===== src/rtl/iterative_divider_ctrl_pkg.sv =====
// Shared types and widths for the iterative restoring divider.
package iterative_divider_ctrl_pkg;

  localparam int unsigned DIV_DATA_WIDTH = 32;
  localparam int unsigned DIV_CNT_WIDTH  = $clog2(DIV_DATA_WIDTH);

  typedef enum logic [1:0] {
    S_IDLE,
    S_ITER,
    S_FIXUP,
    S_DONE
  } state_divider_e;

  typedef struct packed {
    logic                      start;
    logic                      is_signed;
    logic [DIV_DATA_WIDTH-1:0] num;
    logic [DIV_DATA_WIDTH-1:0] denom;
  } port_in_divider_t;

  typedef struct packed {
    logic                      busy;
    logic                      done;
    logic [DIV_DATA_WIDTH-1:0] quot;
    logic [DIV_DATA_WIDTH-1:0] rem;
    logic                      div_by_zero;
  } port_out_divider_t;

endpackage


===== src/rtl/iterative_divider_ctrl_divider_step.sv =====
// One restoring-division step: shift in a dividend bit, compare, conditionally subtract.
module iterative_divider_ctrl_divider_step #(
  parameter int unsigned W = 32
) (
  input  logic [W-1:0] r_i,
  input  logic         nmsb_i,
  input  logic [W-1:0] denom_i,
  output logic [W-1:0] r_next_o,
  output logic         q_bit_o
);

  logic [W-1:0] rs_c;
  logic [W:0]   diff_c;
  logic         ltu_c;

  assign rs_c   = {r_i[W-2:0], nmsb_i};
  // Compare: borrow out of a W+1 bit subtraction.
  assign diff_c = {1'b0, rs_c} - {1'b0, denom_i};
  // The bit shifted out of R is the implicit MSB of Rs; when set, Rs exceeds any divisor.
  assign ltu_c  = ~r_i[W-1] & diff_c[W];

  // Subtractor result is taken modulo 2^W.
  assign r_next_o = ltu_c ? rs_c : diff_c[W-1:0];
  assign q_bit_o  = ~ltu_c;

endmodule


===== src/rtl/iterative_divider_ctrl.sv =====
// Multi-cycle restoring integer divider controller: one quotient bit per cycle,
// signed/unsigned operands, divide-by-zero handling, registered outputs.
module iterative_divider_ctrl
  import iterative_divider_ctrl_pkg::*;
#(
  parameter int unsigned DATA_WIDTH = DIV_DATA_WIDTH
) (
  input  logic                  clk,
  input  logic                  rst,
  input  logic                  in_start,
  input  logic                  in_signed,
  input  logic [DATA_WIDTH-1:0] in_num,
  input  logic [DATA_WIDTH-1:0] in_denom,
  output logic                  out_busy,
  output logic                  out_done,
  output logic [DATA_WIDTH-1:0] out_quot,
  output logic [DATA_WIDTH-1:0] out_rem,
  output logic                  out_div_by_zero
);

  localparam int unsigned CntW = $clog2(DATA_WIDTH);

  state_divider_e        state_q;
  logic [DATA_WIDTH-1:0] n_q, d_q, r_q, q_q, num_q;
  logic [DATA_WIDTH-1:0] quot_q, rem_q;
  logic                  neg_quot_q, neg_rem_q, zero_q;
  logic                  busy_q, done_q, dbz_q;
  logic [CntW-1:0]       cnt_q;

  logic [DATA_WIDTH-1:0] num_mag_c, den_mag_c, step_r_c;
  logic                  step_bit_c;

  assign num_mag_c = (in_signed && in_num[DATA_WIDTH-1])   ? -in_num   : in_num;
  assign den_mag_c = (in_signed && in_denom[DATA_WIDTH-1]) ? -in_denom : in_denom;

  iterative_divider_ctrl_divider_step #(.W(DATA_WIDTH)) u_step (
    .r_i      (r_q),
    .nmsb_i   (n_q[DATA_WIDTH-1]),
    .denom_i  (d_q),
    .r_next_o (step_r_c),
    .q_bit_o  (step_bit_c)
  );

  always_ff @(posedge clk) begin
    if (rst) begin
      state_q    <= S_IDLE;
      n_q        <= '0;
      d_q        <= '0;
      r_q        <= '0;
      q_q        <= '0;
      num_q      <= '0;
      quot_q     <= '0;
      rem_q      <= '0;
      neg_quot_q <= 1'b0;
      neg_rem_q  <= 1'b0;
      zero_q     <= 1'b0;
      busy_q     <= 1'b0;
      done_q     <= 1'b0;
      dbz_q      <= 1'b0;
      cnt_q      <= '0;
    end else begin
      done_q <= 1'b0;
      case (state_q)
        S_IDLE: begin
          if (in_start) begin
            n_q        <= num_mag_c;
            d_q        <= den_mag_c;
            num_q      <= in_num;
            neg_quot_q <= in_signed & (in_num[DATA_WIDTH-1] ^ in_denom[DATA_WIDTH-1]);
            neg_rem_q  <= in_signed & in_num[DATA_WIDTH-1];
            zero_q     <= (in_denom == '0);
            r_q        <= '0;
            q_q        <= '0;
            cnt_q      <= '0;
            busy_q     <= 1'b1;
            state_q    <= (in_denom == '0) ? S_FIXUP : S_ITER;
          end
        end
        S_ITER: begin
          n_q   <= {n_q[DATA_WIDTH-2:0], 1'b0};
          r_q   <= step_r_c;
          q_q   <= {q_q[DATA_WIDTH-2:0], step_bit_c};
          cnt_q <= cnt_q + CntW'(1);
          if (cnt_q == CntW'(DATA_WIDTH - 1)) state_q <= S_FIXUP;
        end
        S_FIXUP: begin
          if (zero_q) begin
            quot_q <= '1;
            rem_q  <= num_q;
            dbz_q  <= 1'b1;
          end else begin
            quot_q <= neg_quot_q ? -q_q : q_q;
            rem_q  <= neg_rem_q  ? -r_q : r_q;
            dbz_q  <= 1'b0;
          end
          busy_q  <= 1'b0;
          done_q  <= 1'b1;
          state_q <= S_DONE;
        end
        S_DONE:  state_q <= S_IDLE;
        default: state_q <= S_IDLE;
      endcase
    end
  end

  assign out_busy        = busy_q;
  assign out_done        = done_q;
  assign out_quot        = quot_q;
  assign out_rem         = rem_q;
  assign out_div_by_zero = dbz_q;

endmodule

===== config.mk =====
export PLATFORM = sky130hd
export DESIGN_NAME = iterative_divider_ctrl
export DESIGN_NICKNAME = d
export VERILOG_FILES = /design/src/rtl/iterative_divider_ctrl_pkg.sv /design/src/rtl/iterative_divider_ctrl_divider_step.sv /design/src/rtl/iterative_divider_ctrl.sv
export SDC_FILE = /design/constraint.sdc
export NUM_CORES = 1
export LEC_CHECK = 0
export CORE_MARGIN = 3
export CORE_UTILIZATION = 59
export CTS_BUF_LIST = sky130_fd_sc_hd__clkbuf_8 sky130_fd_sc_hd__clkbuf_16
export DETAILED_ROUTE_END_ITERATION = 16
export GPL_TIMING_DRIVEN = 0
export HOLD_SLACK_MARGIN = 0.06
export PLACE_DENSITY = 0.82
export SYNTH_ARGS = -nofsm -noshare
export SYNTH_HDL_FRONTEND = slang
export SYNTH_SLANG_ARGS = --single-unit

===== constraint.sdc =====
create_clock -name clk -period 6.95 [get_ports clk]
set_clock_uncertainty 0.15 [all_clocks]
set_input_delay 0.695 -clock clk [delete_from_list [all_inputs] [get_ports clk]]
set_output_delay 0.695 -clock clk [all_outputs]
set_load 0.01 [all_outputs]

==> reports/metrics.csv, run 1 <==
stage;metric;value;unit
min_path;min-delay src;n_q[5];
pwr;cell-internal power;3180;uW
worst_setup_path;CP Cell Sequence;clkdlybuf4s50_1, inv_1, ha_1, or4b_1, nor4_2, and2_1, nand2_2, nor3_2, a21oi_1, mux2i_1, nor2_1;
logic_synthesis;ranking of synthesized cells by area;dfxtp_1 (35%), nand2_1 (7.2%), nor2_1 (5.5%), xnor2_1 (4.6%), xor2_1 (4.6%);
timing;RSZ-0062 raised after global routing;no;
logic_synthesis;Netlist Area Pre-Place;13400;um^2
global_routing;largest net degree at the start of global routing;14;
die;core area;22000;um^2
clock_network;H-tree depth;1;
clock_network;worst skew pair latency;530;ps
logic_synthesis;largest family of logic cells by synthesized area;compound AO/OA/AOI/OAI gates;
route;Avg Vias per Cell;6.14;
timing;Peak Freq;0.288;GHz
worst_setup_path;R2R cell count;9;
logic_synthesis;FFs w/ async S/R, synth;0;%
cells_and_area;Util after Layout;72.2;%
pwr;Sw Pwr;1970;uW
timing;Tmin final;3470;ps
global_routing;first-pass GRT wire length;64100;um
pwr;clock share of power;27.2;%
logic_synthesis;Avg Inst Size Synth;7.84;um^2
placement;port buffer count;133;
logic_synthesis;#FFs+latches synth;237;
route;wire per inst;18.8;um
die;Ports;135;
timing;final setup vio count;0;
outcome;status;complete, no violations;
pwr;sequential share of power;34.0;%
pwr;switching share of power;38.2;%
logic_synthesis;Yosys top cell by area;dfxtp_1;
logic_synthesis;post-synthesis compound-gate area fraction;22.6;%
die;Starting Density;60.7;%
pwr;Comb pwr share;38.9;%
worst_setup_path;R2R Path End;q_q[0];
clock_network;clock sink total;237;
logic_synthesis;syn nets;1816;
clock_network;# hold bufs at CTS;0;
pwr;VDD IR max;0.000276;V
logic_synthesis;most frequent cell after synthesis;nand2_1;
cells_and_area;Syn-to-layout area delta;19.0;%
logic_synthesis;most frequent cells after synthesis;nand2_1 (258), dfxtp_1 (237), nor2_1 (196);
worst_setup_path;reg-to-reg slack, setup;3550;ps
min_path;Hold Crit Endpoint;n_q[5];
logic_synthesis;simple-gate share of the synthesized area;19.9;%
min_path;worst hold path class;reg -> reg;
logic_synthesis;sequential area share after synthesis;35.5;%
timing;Final TNS setup;0;ps
global_routing;grt ovf;0;
route;final WL;40700;um
min_path;Worst Hold Depth;2;
timing;Max Slew Vio Count;0;
logic_synthesis;post-synthesis mux area share;4.21;%
cells_and_area;Final Net Count;1978;
worst_setup_path;CP required;7190;ps
worst_setup_path;arrival time at the worst endpoint;3720;ps
die;full die area;24500;um^2
logic_synthesis;Yosys cell types;72;
logic_synthesis;synth warn;0;
clock_network;CTS Buf Count;27;
cells_and_area;number of diodes;0;
clock_network;CTS tree;built;
timing;final count of hold timing violations;0;
timing;Tcrit/Tclk final;50.0;%
logic_synthesis;Adder-Cell Fraction of Synth Area;3.99;%
global_routing;Global Route Usage Sum;32.0;%
clock_network;post-CTS setup buffers;0;
logic_synthesis;share of the synthesized area in the top cell type;35.5;%
route;drt first pass iters;6;
logic_synthesis;ys flop type;dfxtp_1;
die;Die W;157;um
clock_network;CTS Buffer Depth;3;
clock_network;Clock Tree Root;clkbuf_16;
worst_setup_path;Critical Path Sink Type;flip-flop;
timing;slew at the pin closest to its max-slew limit;963;ps
worst_setup_path;R2R Path Start;r_q[11];
clock_network;CTS resizes;0;
worst_setup_path;CP max stage cell;or4b_1;
cells_and_area;layout cells sized above 1;4.14;%
route;detailed-route via count;13288;
global_routing;vias in the first global route;12465;
run;Max Cap Viol;0;
logic_synthesis;xor/xnor share of the synthesized area;9.17;%
worst_setup_path;crit start category;input port;
die;Die Height;157;um
die;FP Rows;54;
route;antenna-violating nets left;0;
worst_setup_path;CP Max Fanout;5;
timing;Slew headroom;35.4;%
placement;hpwl dp;30400;um
worst_setup_path;kind of critical path;in -> reg;
global_routing;initial antenna violation count;0;
worst_setup_path;slowest cell delay on critical path;570;ps
logic_synthesis;Syn Inst Count;1706;
placement;RePlAce Congestion;0.961;
pwr;P_leak;0.00606;uW
clock_network;clk slew on worst S/H paths;60;ps
logic_synthesis;EDFF count, synth;0;
route;DRT iter0 DRCs;1141;
pwr;pwr dens;323;nW/um^2
route;DRC;0;
[cell type report]
class / instances / area [um^2]
clock buffer: 32 / 744
multi-input combinational: 1309 / 8000
timing repair buffer: 133 / 1330
buffer: 105 / 412
inverter: 55 / 206
tap: 280 / 350
clock inverter: 13 / 116
sequential: 237 / 4740
fill: 1770 / 6120
[power by group through the flow]
stage	Sequential (uW)	Clock, uW	Combinational, uW
6_report	1750	1400	2000
4_1_cts	1740	1400	1960
2_1_floorplan	1770	0	1290
3_3_place_gp	1760	0	1910
3_5_place_dp	1770	0	1950
5_1_grt	1770	1460	2180
[worst max path at each step]
stage	start	end	slack, ps	depth (start not counted)
floorplan	in_denom[0]	d_q[30]	4050	9
global placement	in_denom[0]	state_q[1]	3040	10
detailed placement	in_denom[0]	state_q[1]	3000	10
CTS	in_denom[0]	state_q[0]	3540	11
global route	in_denom[0]	state_q[0]	3360	11
finish	in_denom[0]	state_q[0]	3480	11
[sequential cells by signal (all words and copies together), names as in the netlist]
register,flops
state_q,2
out_busy,1
out_div_by_zero,1
num_q,32
r_q,32
n_q,32
q_q,32
out_rem,32
cnt_q,5
d_q,32
out_done,1
neg_quot_q,1
zero_q,1
out_quot,32
neg_rem_q,1
[placed cells by master, fill, tap and decap left out, drive strengths merged, types with 27 or more instances in the layout]
cell	instances
clkdlybuf4s50	133
mux2i	54
nand2	259
o31ai	27
dfxtp	237
inv	56
xor2	70
clkbuf	120
a22oi	34
nor2	197
ha	41
o21ai	140
a21oi	116
a211oi	39
xnor2	70
o22ai	30
[cell families (layout without fill, tap and decap cells)]
group,count (synthesis),after routing
buffers and inverters,160,338
DFF,237,237
muxes,56,56
adders and majority gates,42,42
AOI/OAI and AO/OA,474,474
xor gates and xnor gates,140,140
and+or+nand+nor,597,597
[metrics by stage]
step | instances | worst slack (ps) | hold WS (ps) | power, uW | cell area [um^2]
2_1_floorplan | 1706 | 4050 | 281 | 3060 | 13400
3_3_place_gp | 2119 | 3040 | 289 | 3670 | 15000
3_5_place_dp | 2119 | 3000 | 297 | 3710 | 15000
4_1_cts | 2164 | 3540 | 305 | 5110 | 15900
5_1_grt | 2164 | 3360 | 324 | 5420 | 15900
6_report | 2164 | 3480 | 303 | 5140 | 15900
[metal layers]
metal,vias to the layer above,global-route usage (%),wire length (um)
met5,-,0,0
li1,6340,-,-
met3,91,5.48,3520
met2,593,52.3,18800
met4,0,10.2,1280
met1,6264,43.2,17100
[worst max-delay path: cells and delay by family]
family | cells | cell delay [ps]
muxes | 1 | 150
buffers and inverters | 2 | 650
AOI/OAI and AO/OA | 1 | 130
adders and majority gates | 1 | 200
and+or+nand+nor | 6 | 1880
No activity file was read; power rests on OpenSTA's default activity.
==> run 2, diff against run 1 <==
CORE_UTILIZATION = 52   (was 59)
PLACE_DENSITY = 0.77   (was 0.82)
clock period = 3 ns   (was 6.95 ns; I/O delays follow)
==> run 2 against run 1 <==
Final cell count is 3.3% higher. Sequential power is 130% higher. Flip-flop and latch count stayed put. Wire length is 3.1% higher. Critical path type is now reg -> reg. Critical endpoint is now r_q[23].
==> reports/metrics.csv, run 2 (synthesis gave the netlist of run 1 again) <==
stage;metric;value;unit;change
outcome;status;complete, no violations;;
worst_setup_path;crit path to;r_q[23];;
cells_and_area;Syn-to-layout area delta;23.5;%;
worst_setup_path;CP required;3280;ps;-3910 ps
route;final WL;41900;um;+3.1%
route;Avg Vias per Cell;5.96;;-2.9%
cells_and_area;filler instances;2178;;+23%
cells_and_area;layout cells sized above 1;7.03;%;+2.9 points
worst_setup_path;R2R cell count;14;;+5
run;Max Cap Viol;0;;unchanged
route;detailed-route via count;13327;;+0.29%
die;Starting Density;52.9;%;-7.8 points
timing;Slew headroom;37.8;%;+2.4 points
clock_network;# hold bufs at CTS;0;;unchanged
cells_and_area;Util after Layout;65.4;%;-6.9 points
die;core area;25300;um^2;+15%
clock_network;CTS Buffer Depth;3;;unchanged
timing;slew at the pin closest to its max-slew limit;927;ps;-35.5 ps
cells_and_area;commonest cells after routing, fill and taps aside;nand2_1 (258), dfxtp_1 (223), nor2_1 (196);;
worst_setup_path;reg-to-reg slack, setup;40;ps;-3510 ps
die;full die area;27700;um^2;+13%
worst_setup_path;arrival time at the worst endpoint;3240;ps;-480 ps
timing;RSZ-0062 raised after global routing;yes;;
global_routing;largest net degree at the start of global routing;15;;+1
pwr;P_leak;0.00630;uW;+3.8%
clock_network;Clock Tree Root;clkbuf_16;;
pwr;VDD IR max;0.000546;V;+98%
clock_network;clk slew on worst S/H paths;60;ps;about the same
die;Die W;166;um;+6.3%
placement;RePlAce Congestion;0.934;;-2.8%
clock_network;worst skew pair latency;560;ps;+30 ps
clock_network;H-tree depth;1;;unchanged
timing;Tcrit/Tclk final;98.6;%;
cells_and_area;Final Net Count;1994;;+0.81%
timing;Tmin final;2960;ps;
worst_setup_path;CP Max Fanout;6;;+1
route;drt first pass iters;6;;unchanged
clock_network;CTS Buf Count;27;;unchanged
global_routing;first-pass GRT wire length;66100;um;+3.1%
worst_setup_path;R2R Path End;r_q[23];;
cells_and_area;most common cell after layout, fill and taps aside;nand2_1;;
global_routing;vias in the first global route;12480;;+0.12%
die;Die Height;166;um;+6.3%
global_routing;initial antenna violation count;0;;unchanged
route;wire per inst;18.8;um;-0.13%
cells_and_area;cell area after layout;16500;um^2;+3.8%
worst_setup_path;Worst setup startpoint;n_q[31];;
timing;Max Slew Vio Count;0;;unchanged
timing;Peak Freq;0.338;GHz;
placement;placed cell area;15100;um^2;+0.42%
worst_setup_path;crit start category;flip-flop;;
die;Ports;135;;unchanged
cells_and_area;multi-input logic area;8220;um^2;+2.7%
worst_setup_path;Critical Path Sink Type;flip-flop;;
route;DRC;0;;unchanged
worst_setup_path;R2R Path Start;n_q[31];;
placement;hpwl dp;30400;um;about the same
min_path;worst hold path class;in -> reg;;
timing;final setup vio count;0;;unchanged
worst_setup_path;kind of critical path;reg -> reg;;
global_routing;grt ovf;0;;unchanged
placement;port buffer count;133;;unchanged
clock_network;clock sink total;237;;unchanged
global_routing;Global Route Usage Sum;28.7;%;-3.3 points
pwr;pwr dens;764;nW/um^2;+140%
route;DRT iter0 DRCs;1329;;+16%
cells_and_area;number of diodes;0;;unchanged
timing;WHS;286;ps;-16.8 ps
clock_network;CTS tree;built;;
die;FP Rows;58;;+7.4%
route;antenna-violating nets left;0;;unchanged
cells_and_area;FF+latch area;4760;um^2;+0.37%
timing;final count of hold timing violations;0;;unchanged
==> run 2: cell count changes in the layout (fill, tap and decap cells not counted), sizes merged <==
cell / previous run / this run
a21oi: 116 / 117
buf: 17 / 32
bufinv: 2 / 6
clkbuf: 120 / 118
clkinv: 9 / 4
clkinvlp: 1 / 0
inv: 56 / 65
==> run 2: routing by layer <==
metal  GRT usage (%)  up-vias  wire, um
met3            4.76       87      3120
met4            9.47        0      1350
met5               0        -         0
met2            47.2      517     19400
met1            38.6     6346     18000
li1                -     6377         -
==> run 2: per-stage QoR <==
stage | TNS [ps] | setup WS (ps) | total power [uW] | std cells
floorplan | 0 | 246 | 7090 | 1706
global placement | -10330 | -474 | 8520 | 2169
detailed placement | -12120 | -561 | 8600 | 2169
CTS | 0 | 3.50 | 12400 | 2232
global route | -619 | -85.7 | 13300 | 2235
finish | 0 | 40.7 | 12600 | 2235
==> run 2: layout make-up <==
type,count,area share [%]
Buffer,104,2.61
Clock buffer,30,4.34
Clock inverter,20,1.54
Inverter,55,1.27
Multi-Input combinational cell,1310,49.8
Sequential cell,237,28.8
Tap cell,330,2.50
Timing Repair Buffer,149,9.10
==> run 2: repair_timing <==
action,4_1_cts,5_1_grt
gates cloned,2,1
setup buffers,11,3
pin swaps,6,12
setup endpoints to repair,32,58
gates resized for setup,20,44
==> run 2: worst min-delay path by stage <==
stage	cells after the start	to	slack [ps]	from
6_report	3	num_q[12]	290	in_num[12]
3_3_place_gp	2	n_q[4]	290	n_q[4]
5_1_grt	3	num_q[17]	280	in_num[17]
3_5_place_dp	2	n_q[4]	300	n_q[4]
2_1_floorplan	2	n_q[23]	280	n_q[23]
4_1_cts	3	num_q[12]	260	in_num[12]
==> run 2: critical path, stage by stage, from the launching register on <==
cell and delay [ps]:
dfxtp_2 340, inv_4 50, ha_4 170, fa_2 430, nor2b_4 160, o31a_1 250, o2111ai_4 170, o2111ai_2 140
a21o_4 210, a21oi_4 60, buf_12 160, buf_16 130, buf_4 130, a32oi_1 180, o21ai_0 100
==> run 2: power by group <==
| group | switching, uW | internal (uW) | total (uW) |
|---|---|---|---|
| Sequential | 330 | 3720 | 4050 |
| Clock | 1370 | 2230 | 3600 |
| Combinational | 3060 | 1890 | 4950 |
